### config.mk
export PLATFORM = sky130hd
export DESIGN_NAME = uart_rx_ovs
export DESIGN_NICKNAME = d
export VERILOG_FILES = /design/src/rtl/uart_rx_ovs.sv
export SDC_FILE = /design/constraint.sdc
export NUM_CORES = 1
export LEC_CHECK = 0
export BUFFER_PORTS_ARGS = -buffer_cell sky130_fd_sc_hd__buf_2
export CORE_MARGIN = 5
export CORE_UTILIZATION = 55
export DETAILED_ROUTE_END_ITERATION = 16
export GPL_ROUTABILITY_DRIVEN = 0
export PLACE_DENSITY_LB_ADDON = 0.25
export SYNTH_ARGS = -nofsm -noshare
export SYNTH_HDL_FRONTEND = slang
export SYNTH_SLANG_ARGS = --single-unit
export TNS_END_PERCENT = 100
### constraint.sdc
create_clock -name clk -period 2.8 [get_ports clk]
set_input_delay 0.28 -clock clk [delete_from_list [all_inputs] [get_ports clk]]
set_output_delay 0.28 -clock clk [all_outputs]
set_load 0.05 [all_outputs]
### src/rtl/uart_rx_ovs.sv
// Oversampling UART receiver with 2-of-3 majority voting, single-entry holding
// register with valid/ready handoff, sticky overrun flag and optional line-break
// detection. Define UART_RX_BREAK_DET_EN to enable break_det; otherwise break_det
// is tied to 0 and a break is delivered as a 0x00 frame with framing_error set.
module uart_rx_ovs #(
  parameter int unsigned CLK_FREQ  = 50_000_000,
  parameter int unsigned BAUD      = 115200,
  parameter int unsigned OVS       = 16,
  parameter int unsigned DATA_BITS = 8,
  parameter int unsigned PARITY    = 0,
  parameter int unsigned STOP_BITS = 1
) (
  input  logic       clk,
  input  logic       rstn,
  input  logic       rx,
  input  logic       rx_ready,
  input  logic       overrun_clr,
  output logic       rx_valid,
  output logic [7:0] rx_byte,
  output logic       parity_error,
  output logic       framing_error,
  output logic       start_pulse,
  output logic       overrun,
  output logic       break_det
);

  localparam int unsigned TICK_DIV = CLK_FREQ / (BAUD * OVS);
  localparam int unsigned DW       = (TICK_DIV > 1) ? $clog2(TICK_DIV) : 1;
  localparam int unsigned SW       = $clog2(OVS);

  localparam logic [DW-1:0] DivLast  = DW'(TICK_DIV - 1);
  localparam logic [SW-1:0] SmpLast  = SW'(OVS - 1);
  localparam logic [SW-1:0] Smp0     = SW'(OVS / 2 - 1);
  localparam logic [SW-1:0] Smp1     = SW'(OVS / 2);
  localparam logic [SW-1:0] Smp2     = SW'(OVS / 2 + 1);
  localparam logic [3:0]    DataLast = 4'(DATA_BITS - 1);
  localparam logic [3:0]    StopLast = 4'(STOP_BITS - 1);

  typedef enum logic [2:0] {StIdle, StStart, StData, StParity, StStop, StHoldoff} state_e;

  state_e                 state_q, state_d;
  logic                   rx_meta_q, rx_sync_q, rx_prev_q;
  logic [DW-1:0]          div_q, div_d;
  logic [SW-1:0]          smp_cnt_q, smp_cnt_d;
  logic [3:0]             bit_cnt_q, bit_cnt_d;
  logic [1:0]             smp_q, smp_d;
  logic [DATA_BITS-1:0]   shreg_q, shreg_d;
  logic                   fperr_q, fperr_d, fferr_q, fferr_d, zero_q, zero_d;
  logic                   rx_valid_d, parity_error_d, framing_error_d;
  logic                   start_pulse_d, overrun_d, break_det_d;
  logic [7:0]             rx_byte_d;
  logic                   tick, fall, decide, maj, complete, ferr_n, exp_par, accept;

  // Two-flop synchronizer plus delayed copy for falling-edge detection.
  always_ff @(posedge clk or negedge rstn) begin
    if (!rstn) begin
      rx_meta_q <= 1'b1;
      rx_sync_q <= 1'b1;
      rx_prev_q <= 1'b1;
    end else begin
      rx_meta_q <= rx;
      rx_sync_q <= rx_meta_q;
      rx_prev_q <= rx_sync_q;
    end
  end

  // State, counters, frame datapath and output registers.
  always_ff @(posedge clk or negedge rstn) begin
    if (!rstn) begin
      state_q       <= StIdle;
      div_q         <= '0;
      smp_cnt_q     <= '0;
      bit_cnt_q     <= '0;
      smp_q         <= '0;
      shreg_q       <= '0;
      fperr_q       <= 1'b0;
      fferr_q       <= 1'b0;
      zero_q        <= 1'b0;
      rx_valid      <= 1'b0;
      rx_byte       <= '0;
      parity_error  <= 1'b0;
      framing_error <= 1'b0;
      start_pulse   <= 1'b0;
      overrun       <= 1'b0;
      break_det     <= 1'b0;
    end else begin
      state_q       <= state_d;
      div_q         <= div_d;
      smp_cnt_q     <= smp_cnt_d;
      bit_cnt_q     <= bit_cnt_d;
      smp_q         <= smp_d;
      shreg_q       <= shreg_d;
      fperr_q       <= fperr_d;
      fferr_q       <= fferr_d;
      zero_q        <= zero_d;
      rx_valid      <= rx_valid_d;
      rx_byte       <= rx_byte_d;
      parity_error  <= parity_error_d;
      framing_error <= framing_error_d;
      start_pulse   <= start_pulse_d;
      overrun       <= overrun_d;
      break_det     <= break_det_d;
    end
  end

  // Next-state, bit sampling, frame assembly and holding-register handoff.
  always_comb begin
    state_d     = state_q;
    smp_cnt_d   = smp_cnt_q;
    bit_cnt_d   = bit_cnt_q;
    smp_d       = smp_q;
    shreg_d     = shreg_q;
    fperr_d     = fperr_q;
    fferr_d     = fferr_q;
    zero_d      = zero_q;
    start_pulse_d = 1'b0;
    break_det_d = 1'b0;
    complete    = 1'b0;
    ferr_n      = fferr_q;
    exp_par     = (PARITY == 1) ? ~^shreg_q : ^shreg_q;

    tick   = (div_q == DivLast);
    fall   = rx_prev_q & ~rx_sync_q;
    div_d  = tick ? '0 : div_q + DW'(1);
    decide = tick && (smp_cnt_q == Smp2);
    maj    = (smp_q[0] & smp_q[1]) | (smp_q[0] & rx_sync_q) | (smp_q[1] & rx_sync_q);

    // Sample counter keeps running across bit boundaries; every bit decides at Smp2.
    if (state_q inside {StStart, StData, StParity, StStop} && tick) begin
      smp_cnt_d = (smp_cnt_q == SmpLast) ? '0 : smp_cnt_q + SW'(1);
      if (smp_cnt_q == Smp0) smp_d[0] = rx_sync_q;
      if (smp_cnt_q == Smp1) smp_d[1] = rx_sync_q;
    end

    unique case (state_q)
      StIdle: begin
        if (fall) begin
          state_d   = StStart;
          div_d     = '0;
          smp_cnt_d = '0;
          bit_cnt_d = '0;
          fperr_d   = 1'b0;
          fferr_d   = 1'b0;
          zero_d    = 1'b1;
        end
      end
      StStart: begin
        if (decide) begin
          if (maj) begin
            state_d = StIdle;
          end else begin
            start_pulse_d = 1'b1;
            state_d       = StData;
          end
        end
      end
      StData: begin
        if (decide) begin
          shreg_d = {maj, shreg_q[DATA_BITS-1:1]};
          zero_d  = zero_q & ~maj;
          if (bit_cnt_q == DataLast) begin
            bit_cnt_d = '0;
            state_d   = (PARITY != 0) ? StParity : StStop;
          end else begin
            bit_cnt_d = bit_cnt_q + 4'd1;
          end
        end
      end
      StParity: begin
        if (decide) begin
          fperr_d = (maj != exp_par);
          zero_d  = zero_q & ~maj;
          state_d = StStop;
        end
      end
      StStop: begin
        if (decide) begin
          ferr_n  = fferr_q | ~maj;
          fferr_d = ferr_n;
`ifdef UART_RX_BREAK_DET_EN
          if (bit_cnt_q == 4'd0 && zero_q && !maj) begin
            break_det_d = 1'b1;
            state_d     = StHoldoff;
          end else
`endif
          if (bit_cnt_q == StopLast) begin
            complete = 1'b1;
            state_d  = StHoldoff;
          end else begin
            bit_cnt_d = bit_cnt_q + 4'd1;
          end
        end
      end
      StHoldoff: begin
        if (rx_sync_q) state_d = StIdle;
      end
      default: state_d = StIdle;
    endcase

    // Holding register: a completing frame loads only if the slot is free or being
    // drained this cycle; otherwise it is dropped and flagged as an overrun.
    accept          = rx_valid & rx_ready;
    rx_valid_d      = rx_valid;
    rx_byte_d       = rx_byte;
    parity_error_d  = parity_error;
    framing_error_d = framing_error;
    overrun_d       = overrun;
    if (complete && (!rx_valid || accept)) begin
      rx_valid_d      = 1'b1;
      rx_byte_d       = 8'(shreg_q);
      parity_error_d  = fperr_q;
      framing_error_d = ferr_n;
    end else if (accept) begin
      rx_valid_d = 1'b0;
    end
    if (complete && rx_valid && !rx_ready) begin
      overrun_d = 1'b1;
    end else if (overrun_clr) begin
      overrun_d = 1'b0;
    end
  end

endmodule

=== Word-level counts from Yosys, hierarchy flattened ===
Cells that the tools add are included.

* Flip-flop bits (word level): 44
* Bits of input ports: 5
* Word-level logic and storage cells: 115

* $add $sub $neg: 3
* Eq/ne operators: 21
* Multiplexer cells: 39
* Bitwise operators: 10
* Reduce and logical (&&, ||, !) cells: 24

{| class="wikitable"
|+ Operators by type and width
! operator !! count
|-
| $mux W4 || 9
|-
| $mux W3 || 8
|-
| $pmux W3 S6 || 1
|-
| $mux W5 || 3
|-
| $mux W1 || 14
|-
| $ne A2 B2 Y1 const B || 7
|-
| $eq A4 B4 Y1 const B || 3
|-
| $pmux W4 S3 || 1
|-
| $add A4 B1 Y4 const B || 2
|-
| $eq A4 B3 Y1 const B || 2
|-
| $reduce_and A2 Y1 || 4
|-
| $reduce_and A8 Y1 || 1
|-
| $reduce_bool A2 Y1 || 4
|-
| $reduce_xor A8 Y1 || 1
|-
| $eq A3 B2 Y1 const B || 2
|-
| $eq A3 B3 Y1 const B || 2
|-
| $add A5 B1 Y5 const B || 1
|-
| $and A1 B1 Y1 || 5
|-
| $eq A5 B5 Y1 const B || 1
|-
| $logic_and A1 B1 Y1 || 5
|-
| $reduce_and A5 Y1 || 1
|-
| $logic_not A4 Y1 || 1
|-
| $ne A2 B1 Y1 const B || 2
|-
| $pmux W1 S2 || 2
|-
| other kinds (11) || 15
|}

=== Depth between registers and ports, before layout ===
Gate-level depths: netlist of run 1.

* Word-level depth: 7
* Gate-level depth with buffers: 9

=== Least setup slack after synthesis of run 1 ===
Ideal clock, no wire load.

* Path kind: register to register
* From: register div_q[0]
* To: register shreg_q[0]
* Setup time: 125 ps
* Arrival: 1797 ps
* Setup slack: 879 ps
* Cell stages (with the launch flop): 8
* Period minus slack after synthesis: 1921 ps
* Path through: dfrtp_1 inv_1 ha_1 nand4b_4 or2_1 buf_6 nor3_4 mux2_2

* Cells in the longest elaborated chain, start to end: 3

{| class="wikitable"
|+ RTL lines
! item !! RTL line !! text
|-
| start, declared || 43 || <nowiki>logic [DW-1:0] div_q, div_d;</nowiki>
|-
| start signal, assigned || 88 || <nowiki>div_q <= div_d;</nowiki>
|-
| $eq A5 B5 Y1 || 122 || <nowiki>tick = (div_q == DivLast);</nowiki>
|-
| $logic_and A1 B1 Y1 || 125 || <nowiki>decide = tick && (smp_cnt_q == Smp2);</nowiki>
|-
| $reduce_and A2 Y1 (no line) || n/a ||
|-
| end signal, assigned || 92 || <nowiki>shreg_q <= shreg_d;</nowiki>
|-
| end, declared || 47 || <nowiki>logic [DATA_BITS-1:0] shreg_q, shreg_d;</nowiki>
|}

No other way between the ends.
A chain may end at the register's enable or synchronous reset.

=== Worst setup path after layout of run 1 ===
* From: register div_q[0]
* To: register rx_byte[6]

* Cells in the longest elaborated chain, start to end: 5

{| class="wikitable"
|+ RTL lines
! item !! RTL line !! text
|-
| $eq A5 B5 Y1 || 122 ||
|-
| $logic_and A1 B1 Y1 || 125 ||
|-
| $mux W1 || 177 || <nowiki>if (decide) begin</nowiki>
|-
| $mux W1 || 135 || <nowiki>unique case (state_q)</nowiki>
|-
| $logic_and A1 B1 Y1 || 208 || <nowiki>if (complete && (!rx_valid || accept)) begin</nowiki>
|-
| end signal, assigned || 97 || <nowiki>rx_byte <= rx_byte_d;</nowiki>
|-
| end, declared || 19 || <nowiki>output logic [7:0] rx_byte,</nowiki>
|}

No other way between the ends.

==> results of run 1 <==
[routing by layer]
| layer | track usage (%) | wire (um) |
|---|---|---|
| met5 | 0 | 0 |
| met4 | 6.35 | 52 |
| met3 | 3.44 | 99 |
| met2 | 26.5 | 1820 |
| met1 | 18.7 | 1640 |
[area by class of cell]
type	instances	area (um2)	area share, %
clock buffers	5	68.8	2.86
well taps	50	62.6	2.60
clock inverters	3	46.3	1.93
repair buffers	18	92.6	3.85
inverters	8	30.0	1.25
multi-input cells	128	997	41.5
flip-flops and latches	44	1100	46.0
[per-stage QoR]
step,hold WS (ns),setup slack (ns),cells
floorplan,-0.0156,0.879,187
global placement,0.346,0.680,248
detailed placement,0.349,0.574,248
CTS,0.0764,0.582,256
global route,0.0711,0.460,256
finish,0.0851,0.600,256
[state kept, by name, summed over array words and instances (netlist names), 2 cells and up]
register	cells
rx_byte	8
div_q	5
smp_cnt_q	4
state_q	3
smp_q	2
bit_cnt_q	4
shreg_q	8
[power by group]
part           internal (mW)  switching [mW]  total (mW)
Sequential             0.705           0.123       0.828
Combinational          0.195           0.231       0.426
Clock                  0.269           0.218       0.486
[cell usage in the layout (no fill, tap or decap), drive strengths merged, types with 2 or more instances in the layout]
cell	synthesis	routed
a21oi	5	5
and3b	2	2
buf	6	18
clkbuf	1	5
dfrtp	41	41
dfstp	3	3
ha	7	7
inv	8	9
mux2	19	19
mux2i	2	2
nand2	7	7
nand2b	3	3
nand3	6	6
nand3b	5	5
nand4b	2	2
nor2	16	16
nor2b	2	2
nor3	7	7
nor3b	3	3
o21a	2	2
o21ai	9	9
or2b	2	2
xnor2	9	9
xor2	4	4
[cell families (layout without fill, tap and decap cells)]
group | Yosys count | count (layout) | share of synthesized area (%)
compound gates | 24 | 24 | 7.89
xor+xnor | 13 | 13 | 5.20
mux | 21 | 21 | 10.9
other cells | 1 | 1 | 0.171
simple gates | 61 | 61 | 17.0
flops | 44 | 44 | 50.5
fa+ha+maj | 8 | 8 | 4.46
buf+inv | 15 | 34 | 4.00
[worst paths after layout]
path | from | to | slack [ns]
min reg2reg | rx_meta_q | rx_sync_q | 0.36
max | div_q[0] | rx_byte[6] | 0.60
min in group asynchronous | rstn | shreg_q[0] | 0.12
max reg2reg | div_q[0] | rx_byte[6] | 0.60
max in group asynchronous | rstn | smp_cnt_q[3] | 2.09
min | rx | rx_meta_q | 0.09
==> summary.md, run 1 <==
| Metric | Value |
|---|---|
| Design area | 0.00240 mm2 |
| Pleak | 1.16 nW |
| Total gr overflow | 0 |
| # DRC | 0 |
| Area leader, netlist | dfrtp_1 |
| Total power | 1.74 mW |
| Most used DFF post-synth | dfrtp_1 |
| Ys Warns | 0 |
| Worst-case reg-to-reg path depth | 6 |
| Clk sinks | 44 |
| PD cells | 725 mW/mm2 |
| Post-route ant nets | 0 |
| Register area share after synthesis | about half |
| Crit start category | flop |
| Largest net degree at the start of global routing | 45 |
| Critical path capture point type | flop |
| Clk_lat worst skew | between 0.2 and 0.3 ns |
| Type of the worst min-delay path | in -> reg |
| Worst Hold Depth | 1 |
| TritonCTS Buffers | 5 |
| DRT iter0 DRCs | 75 |
| Synth Cell Area | 0.00219 mm2 |
| Register bit total from synthesis | 44 |
| DIE AREA | ~0.0053 mm2 |
| Status | complete, no violations |
| Arr. time, crit path | about 2.4 ns |
| Router iterations before antenna repair | 4 |
| Post-synth top cells | dfrtp_1, mux2_2, nor2_1 |
| Max IR drop VDD | 0.314 mV |
| DR WL/cell | 14.1 um |
| Hold-fix buffers, CTS | 0 |
| Max Cap Viol | 0 |
| Crit-path max FO | 11 |
| Synth top area cells | dfrtp_1, mux2_2, ha_1, dfstp_2, xnor2_1 |
| Core area | 0.00394 mm2 |
| First-pass GRT wire length | about 6500 um |
| Initial antenna violation count | 0 |
| Detailed Place HPWL | 2590 um |
| CP top delay family | simple AND/OR/NAND/NOR gates |
| Dpl cell area | 0.00229 mm2 |
| Via count | between 1000 and 1500 |
| Initial core utilization | about 56% |
| N_diodes | 0 |
| Utilization after layout | 60.9% |
| Mean area per synthesized cell | ~12 um2 |
| Worst slew margin | 38.0% |
| RSZ-0062 raised after global routing | false |
| # Post-CTS Setup Buffers | 0 |
| Count of pins over their slew limit | 0 |
| Detailed-route wire length | roughly 3600 um |
| Yosys cell types | 49 |
| Period Utilization, post-route | 78.6% |
| Top-area cell type share of the netlist area | 46.9% |
| Type of the worst setup path | reg -> reg |
| Die X | 73.1 um |
| Max Fclk | 455 MHz |
| Synthesized net count | 199 |
| Clk root buf | clkbuf_8 |
| Final #Nets | 217 |
| Clock-pin transition on the worst setup and hold timing paths | 0.08 ns |
| Worst Path Buf+Inv | 1 |
| Most common cell in the synthesized netlist | dfrtp_1 |
| Worst Skew | 0.00926 ns |
| Fillcell total | 323 |
| Minimum clock period | 2.20 ns |
| Chip height | 73.1 um |
| Post-Synthesis Cells | 187 |
| Port bufs | 17 |
| Synthesis-to-finish area growth | 9.71% |
| Ys async rst share | 100% |
| Critical Path RT | 2.98 ns |
| Post-synth EDFFs | 0 |
| Std cell rows | 23 |
| Share of cells above drive strength 1 | between 20% and 30% |
| I/O pin total | 19 |
| Vias in the first global route | ~1500 |
| TritonCTS clock tree | done |
| Worst-Margin Slew | roughly 0.93 ns |
| CTS resizes | 0 |
| Longest Clk Path Bufs | 2 |
| Gr usage total | 15.5% |
| Endpoints failing setup | 0 |
| H-tree Lvls | 2 |
| Setup_tns | 0 ns |
| Worst path slowest cell | nor2_2 |
| Hold Fails Final Rpt | 0 |
| Critical Path Max Stage Delay | 0.48 ns |
| Number of vias per cell | about 5.5 |
| Crit-path cells | inv_1 > ha_1 > nand4b_4 > or2_1 > nor2_2 > mux2_2 |
| Number of stages on the worst setup path | 6 |
(Power assumes the default switching activity.)
==> run 2, diff against run 1 <==
--- a/config.mk
+++ b/config.mk
@@ -7,7 +7,7 @@
 export LEC_CHECK = 0
 export BUFFER_PORTS_ARGS = -buffer_cell sky130_fd_sc_hd__buf_2
 export CORE_MARGIN = 5
-export CORE_UTILIZATION = 55
+export CORE_UTILIZATION = 53
 export DETAILED_ROUTE_END_ITERATION = 16
 export GPL_ROUTABILITY_DRIVEN = 0
 export PLACE_DENSITY_LB_ADDON = 0.25
==> constraint.sdc (replaced) <==
create_clock -name clk -period 1.89 [get_ports clk]
set_input_delay 0.189 -clock clk [delete_from_list [all_inputs] [get_ports clk]]
set_output_delay 0.189 -clock clk [all_outputs]
set_load 0.05 [all_outputs]
==> summary.md, run 2 (synthesis results as in run 1) <==
| Metric | Value |
|---|---|
| First-pass GRT wire length | 7050 um |
| DIE AREA | 0.00552 mm2 |
| Vias in the first global route | 1524 |
| Fin cells | between 200 and 300 |
| Most frequent cells in the layout | dfrtp_1, buf_4, buf_2, nor2_1 |
| I/O pin total | 19 |
| Endpoints failing setup | 0 |
| Max IR drop VDD | 0.602 mV |
| Status | complete, no violations |
| Die X | 74.3 um |
| Worst Skew | 0.0117 ns |
| Sw Pwr | 0.914 mW |
| Setup_tns | 0 ns |
| Clock-pin transition on the worst setup and hold timing paths | approximately 0.090 ns |
| Final #Nets | between 200 and 250 |
| Critical Path RT | 2.08 ns |
| CP top delay family | simple AND/OR/NAND/NOR gates |
| Share of cells above drive strength 1 | a little under two fifths |
| Largest regs | rx_byte x8, shreg_q x8, div_q x5 |
| Largest net degree at the start of global routing | 45 |
| Clk sinks | 44 |
| H-tree Lvls | 2 |
| Inst Count DP | approximately 270 |
| Type of the worst setup path | reg -> reg |
| Combinational fraction of design power | 35.2% |
| Count of pins over their slew limit | 0 |
| Total power | ~2.7 mW |
| Worst-case reg-to-reg path depth | 7 |
| Initial core utilization | 54.7% |
| Post-route ant nets | 0 |
| Chip height | 74.3 um |
| N_diodes | 0 |
| Crit-path max FO | 8 |
| Hold Fails Final Rpt | 0 |
| RSZ-0062 raised after global routing | true |
| Minimum clock period | 1.89 ns |
| Critical path capture point type | flop |
| TritonCTS Buffers | 5 |
| Synthesis-to-finish area growth | 22.0% |
| Hold Path End | overrun |
| # DRC | 0 |
| Clk root buf | clkbuf_8 |
| Number of vias per cell | ~5.3 |
| TritonCTS clock tree | done |
| Detailed Place HPWL | 2950 um |
| Via count | 1500 |
| Clk pwr share | between 20 and 25% |
| Std cell rows | 23 |
| Hold WS | 0.0630 ns |
| Power Internal | around 1.8 mW |
| Max Fclk | between 500 and 600 MHz |
| Max Cap Viol | 0 |
| Most common cell after layout, fill and taps aside | dfrtp_1 |
| Initial antenna violation count | 0 |
| Core area | 0.00400 mm2 |
| Arr. time, crit path | approximately 2.1 ns |
| Worst hold start | overrun_clr |
| Router iterations before antenna repair | 4 |
| Clk_lat worst skew | 0.30 ns |
| Period Utilization, post-route | 99.8% |
| Gr usage total | 16.8% |
| Type of the worst min-delay path | in -> reg |
| Total gr overflow | 0 |
| Critical Path Max Stage Delay | 0.39 ns |
| Worst slew margin | 63.1% |
| Switching Fraction | 34.2% |
| Detailed-route wire length | 4430 um |
| Longest Clk Path Bufs | 2 |
| Worst-Margin Slew | between 0.5 and 0.6 ns |
| Worst Path Buf+Inv | 2 |
| Sequential share of power | 43.2% |
| DRT iter0 DRCs | 78 |
| Setup ws final | 0.00335 ns |
| Worst Hold Depth | 2 |
| DR WL/cell | roughly 16 um |
| RR Endpoint | shreg_q[3] |
| Worst path slowest cell | dfrtp_1 |
| Pleak | 1.30 nW |
| R2R setup slack | 0.003 ns |
| Fillcell total | 304 |
| Crit-path cells | inv_1 > ha_2 > nand4b_4 > or2_4 > nor3_4 > buf_12 > mux2_4 |
| FF-to-FF Start | div_q[0] |
| PD cells | 1000 mW/mm2 |
| Port bufs | 17 |
| Crit start category | flop |
| Dpl ws | -0.0693 ns |
-- run 2: cell types whose count changed in the layout (fill, tap and decap cells not counted), sizes merged --
cell / before / now
clkinv: 0 / 3
bufinv: 1 / 0
buf: 18 / 43
clkinvlp: 1 / 0
dlygate4sd3: 0 / 2
inv: 9 / 8
-- run 2: stage by stage --
step,util (%),cell area (um2)
6_report,66.8,2670
5_1_grt,66.8,2670
4_1_cts,64.0,2560
3_5_place_dp,61.2,2450
3_3_place_gp,61.2,2450
2_1_floorplan,-,2190
-- run 2: worst max path at each step --
stage | from | endpoint | depth (start not counted)
2_1_floorplan | div_q[0] | shreg_q[0] | 7
3_5_place_dp | div_q[0] | shreg_q[4] | 7
6_report | div_q[0] | shreg_q[3] | 7
3_3_place_gp | div_q[0] | shreg_q[4] | 7
4_1_cts | bit_cnt_q[0] | bit_cnt_q[3] | 8
5_1_grt | smp_cnt_q[1] | bit_cnt_q[3] | 8
-- run 2: power by group through the flow --
stage | sequential [mW] | combinational (mW) | clock [mW]
2_1_floorplan | 1.15 | 0.600 | 0
5_1_grt | 1.17 | 1.04 | 0.635
3_3_place_gp | 1.16 | 0.843 | 0
6_report | 1.15 | 0.941 | 0.578
4_1_cts | 1.15 | 0.886 | 0.593
3_5_place_dp | 1.17 | 0.881 | 0
-- run 2: per-layer routing --
| layer | track usage (%) | part of all wire, % | vias up | wire, um |
|---|---|---|---|---|
| li1 | - | - | 732 | - |
| met1 | 21.3 | 43 | 743 | 1910 |
| met2 | 27.6 | 52 | 19 | 2320 |
| met3 | 4.73 | 2.8 | 6 | 122 |
| met4 | 6.52 | 1.7 | 0 | 75 |
| met5 | 0 | 0 | - | 0 |
-- run 2: timing repair --
action	in CTS	in global routing
gates resized for setup	1	19
endpoints found under the setup margin	18	24
setup buffers	0	5
endpoints found under the hold margin	42	0
pin swaps	0	3
hold buffers	2	0
-- run 2: layout make-up --
cell class | count | area [um2] | share of cell area, %
clock buffers | 5 | 68.8 | 2.58
clock inverters | 3 | 18.8 | 0.703
multi-input cells | 128 | 1070 | 40.0
repair buffers | 45 | 317 | 11.9
flip-flops and latches | 44 | 1100 | 41.4
inverters | 8 | 30.0 | 1.12
well taps | 50 | 62.6 | 2.34
==> run 3, diff against run 2 <==
--- a/config.mk
+++ b/config.mk
@@ -5,9 +5,10 @@
 export SDC_FILE = /design/constraint.sdc
 export NUM_CORES = 1
 export LEC_CHECK = 0
+export ABC_AREA = 1
 export BUFFER_PORTS_ARGS = -buffer_cell sky130_fd_sc_hd__buf_2
 export CORE_MARGIN = 5
-export CORE_UTILIZATION = 53
+export CORE_UTILIZATION = 54
 export DETAILED_ROUTE_END_ITERATION = 16
 export GPL_ROUTABILITY_DRIVEN = 0
 export PLACE_DENSITY_LB_ADDON = 0.25
==> summary.md, run 3 <==
| Metric | Value |
|---|---|
| Status | complete, no violations |
| Dpl ws | 0.243 ns |
| Total gr overflow | 0 |
| I/O pin total | 19 |
| Ys async rst share | 100% |
| Detailed-route wire length | 4080 um |
| TritonCTS Buffers | 5 |
| Critical Path Max Stage Delay | 0.41 ns |
| Largest net degree at the start of global routing | 45 |
| Critical Path RT | 2.08 ns |
| Period Utilization, post-route | between 80 and 90% |
| Inst Count DP | 355 |
| Via count | 1797 |
| Longest Clk Path Bufs | 2 |
| Worst path slowest cell | dfrtp_1 |
| Register area share after synthesis | 45.8% |
| Crit-path cells | inv_1 > ha_1 > nand4_1 > nor2_4 > nand4_4 > buf_4 > a21oi_2 > inv_1 |
| Most common cell after layout, fill and taps aside | nand2_1 |
| Fin cells | ~370 |
| Gr usage total | 15.7% |
| TritonCTS clock tree | done |
| Area leader, netlist | dfrtp_1 |
| Worst Skew | 0.0104 ns |
| Count of pins over their slew limit | 0 |
| Vias in the first global route | 1760 |
| Ys Warns | 0 |
| Clk root buf | clkbuf_8 |
| Max Fclk | 603 MHz |
| Die X | 76.9 um |
| Std cell rows | 24 |
| Clock-pin transition on the worst setup and hold timing paths | 0.08 ns |
| Synth top area cells | dfrtp_1, nand2_1, inv_1, ha_1, o21ai_1 |
| Type of the worst min-delay path | in -> reg |
| Core area | 0.00435 mm2 |
| N_diodes | 0 |
| CP top delay family | simple AND/OR/NAND/NOR gates |
| Initial antenna violation count | 0 |
| H-tree Lvls | 2 |
| CP startpoint | div_q[0] |
| Critical path capture point type | flop |
| Wire length on met3 | between 150 and 200 um |
| Most used DFF post-synth | dfrtp_1 |
| Crit start category | flop |
| Post-Synthesis Cells | 289 |
| Minimum clock period | 1.66 ns |
| Top routing layer in use | met4 |
| Number of vias per cell | 4.92 |
| Clk pwr share | 23.2% |
| DR WL/cell | 11.2 um |
| Synthesized net count | 301 |
| M1 WL | 2060 um |
| Worst-Margin Slew | 0.612 ns |
| First-pass GRT wire length | roughly 7600 um |
| Worst hold start | overrun_clr |
| Total power | 2.55 mW |
| Sw Pwr | 0.923 mW |
| Sequential share of power | 47.3% |
| DRT iter0 DRCs | 68 |
| Post-synth top cells | nand2_1, dfrtp_1, inv_1 |
| Design area | 0.00266 mm2 |
| Post-synth EDFFs | 0 |
| Detailed Place HPWL | 3040 um |
| Dpl cell area | 0.00255 mm2 |
| Utilization after layout | between 60% and 70% |
| Setup_tns | 0 ns |
| Initial core utilization | 55.5% |
| Worst Path Buf+Inv | 3 |
| Crit-path max FO | 20 |
| Mean area per synthesized cell | 8.36 um2 |
| Setup ws final | 0.231 ns |
| Port bufs | 17 |
| Endpoints failing setup | 0 |
| Combinational fraction of design power | 29.5% |
| Top-area cell type share of the netlist area | 42.5% |
| Yosys cell types | 37 |
| Hold WS | 0.0775 ns |
| DIE AREA | 0.00591 mm2 |
| Critical Path Most Common Cell | inv_1 |
| Clk sinks | 44 |
| Max Cap Viol | 0 |
| RSZ-0062 raised after global routing | false |
| FF-to-FF Start | div_q[0] |
| Register bit total from synthesis | 44 |
| Synth Cell Area | around 0.0024 mm2 |
| Router iterations before antenna repair | 4 |
| Worst slew margin | between 50% and 60% |
| Post-route ant nets | 0 |
| Most common cell in the synthesized netlist | nand2_1 |
| Share of cells above drive strength 1 | a little over a fifth |
| Met2 wire len | around 1800 um |
| Hold Fails Final Rpt | 0 |
| Max IR drop VDD | 0.423 mV |
| CTS resizes | 0 |
| Chip height | ~77 um |
| Most frequent cells in the layout | nand2_1, dfrtp_1, inv_1, nor2_1, buf_2 |
| Final #Nets | between 300 and 400 |
| Type of the worst setup path | reg -> reg |
| Pleak | 1.38 nW |
| Synthesis-to-finish area growth | 10.0% |
| PD cells | 960 mW/mm2 |
| Arr. time, crit path | 1.85 ns |
| Switching Fraction | 36.2% |
| Power Internal | 1.63 mW |
| Clk_lat worst skew | 0.29 ns |
| Largest regs | rx_byte x8, shreg_q x8, div_q x5 |
| # DRC | 0 |
[run 3: changes by cell type in the layout (fill, tap and decap cells not counted), moves of 4 or more]
cell	before	now
nand2_1	7	79
mux2_2	7	0
mux2_4	9	0
inv_1	7	38
o21ai_1	3	16
nand3_1	6	15
a21oi_2	0	9
nor2_2	0	11
buf_4	24	1
xnor2_1	9	1
nand2_2	0	4
[run 3: per-layer routing]
layer | vias to the layer above | GRT usage (%)
met2 | 23 | 24.3
met3 | 6 | 4.33
met1 | 817 | 20.9
met5 | - | 0
met4 | 0 | 5.77
li1 | 951 | -
[run 3: cell families after synthesis]
logic type | after synthesis | share of synthesized area (%)
buffers and inverters | 48 | 8.86
DFF | 44 | 45.8
AOI/OAI and AO/OA | 42 | 10.6
xor gates and xnor gates | 5 | 1.81
and+or+nand+nor | 142 | 29.2
adders and majority gates | 7 | 3.63
other | 1 | 0.155
[run 3: cell type report]
class | instances | area, um2
Fill cell | 377 | 1700
Sequential cell | 44 | 1100
Multi-Input combinational cell | 197 | 1100
Inverter | 43 | 168
Timing Repair Buffer | 21 | 133
Clock buffer | 8 | 90.1
Tap cell | 52 | 65.1
[run 3: timing repair]
item / CTS / global route
hold buffers: 2 / 0
setup endpoints to repair: 0 / 0
endpoints found under the hold margin: 42 / 0
setup buffers: 0 / 0
[run 3: worst paths after layout]
check | endpoint | slack, ns | cells after the start
setup / recovery | rx_byte[7] | 0.23 | 8
hold / removal | overrun | 0.08 | 2
setup reg to reg | rx_byte[7] | 0.23 | 8
hold reg to reg | rx_sync_q | 0.36 | 0
max in group asynchronous | rx_sync_q | 1.23 | 3
min in group asynchronous | rx_valid | 0.39 | 3
[run 3: power groups by stage]
stage          sequential, mW  clock, mW  combinational (mW)
6_report                 1.21      0.591               0.753
5_1_grt                  1.22      0.659               0.866
4_1_cts                  1.20      0.619               0.764
3_5_place_dp             1.22          0               0.757
3_3_place_gp             1.22          0               0.742
2_1_floorplan            1.17          0               0.669
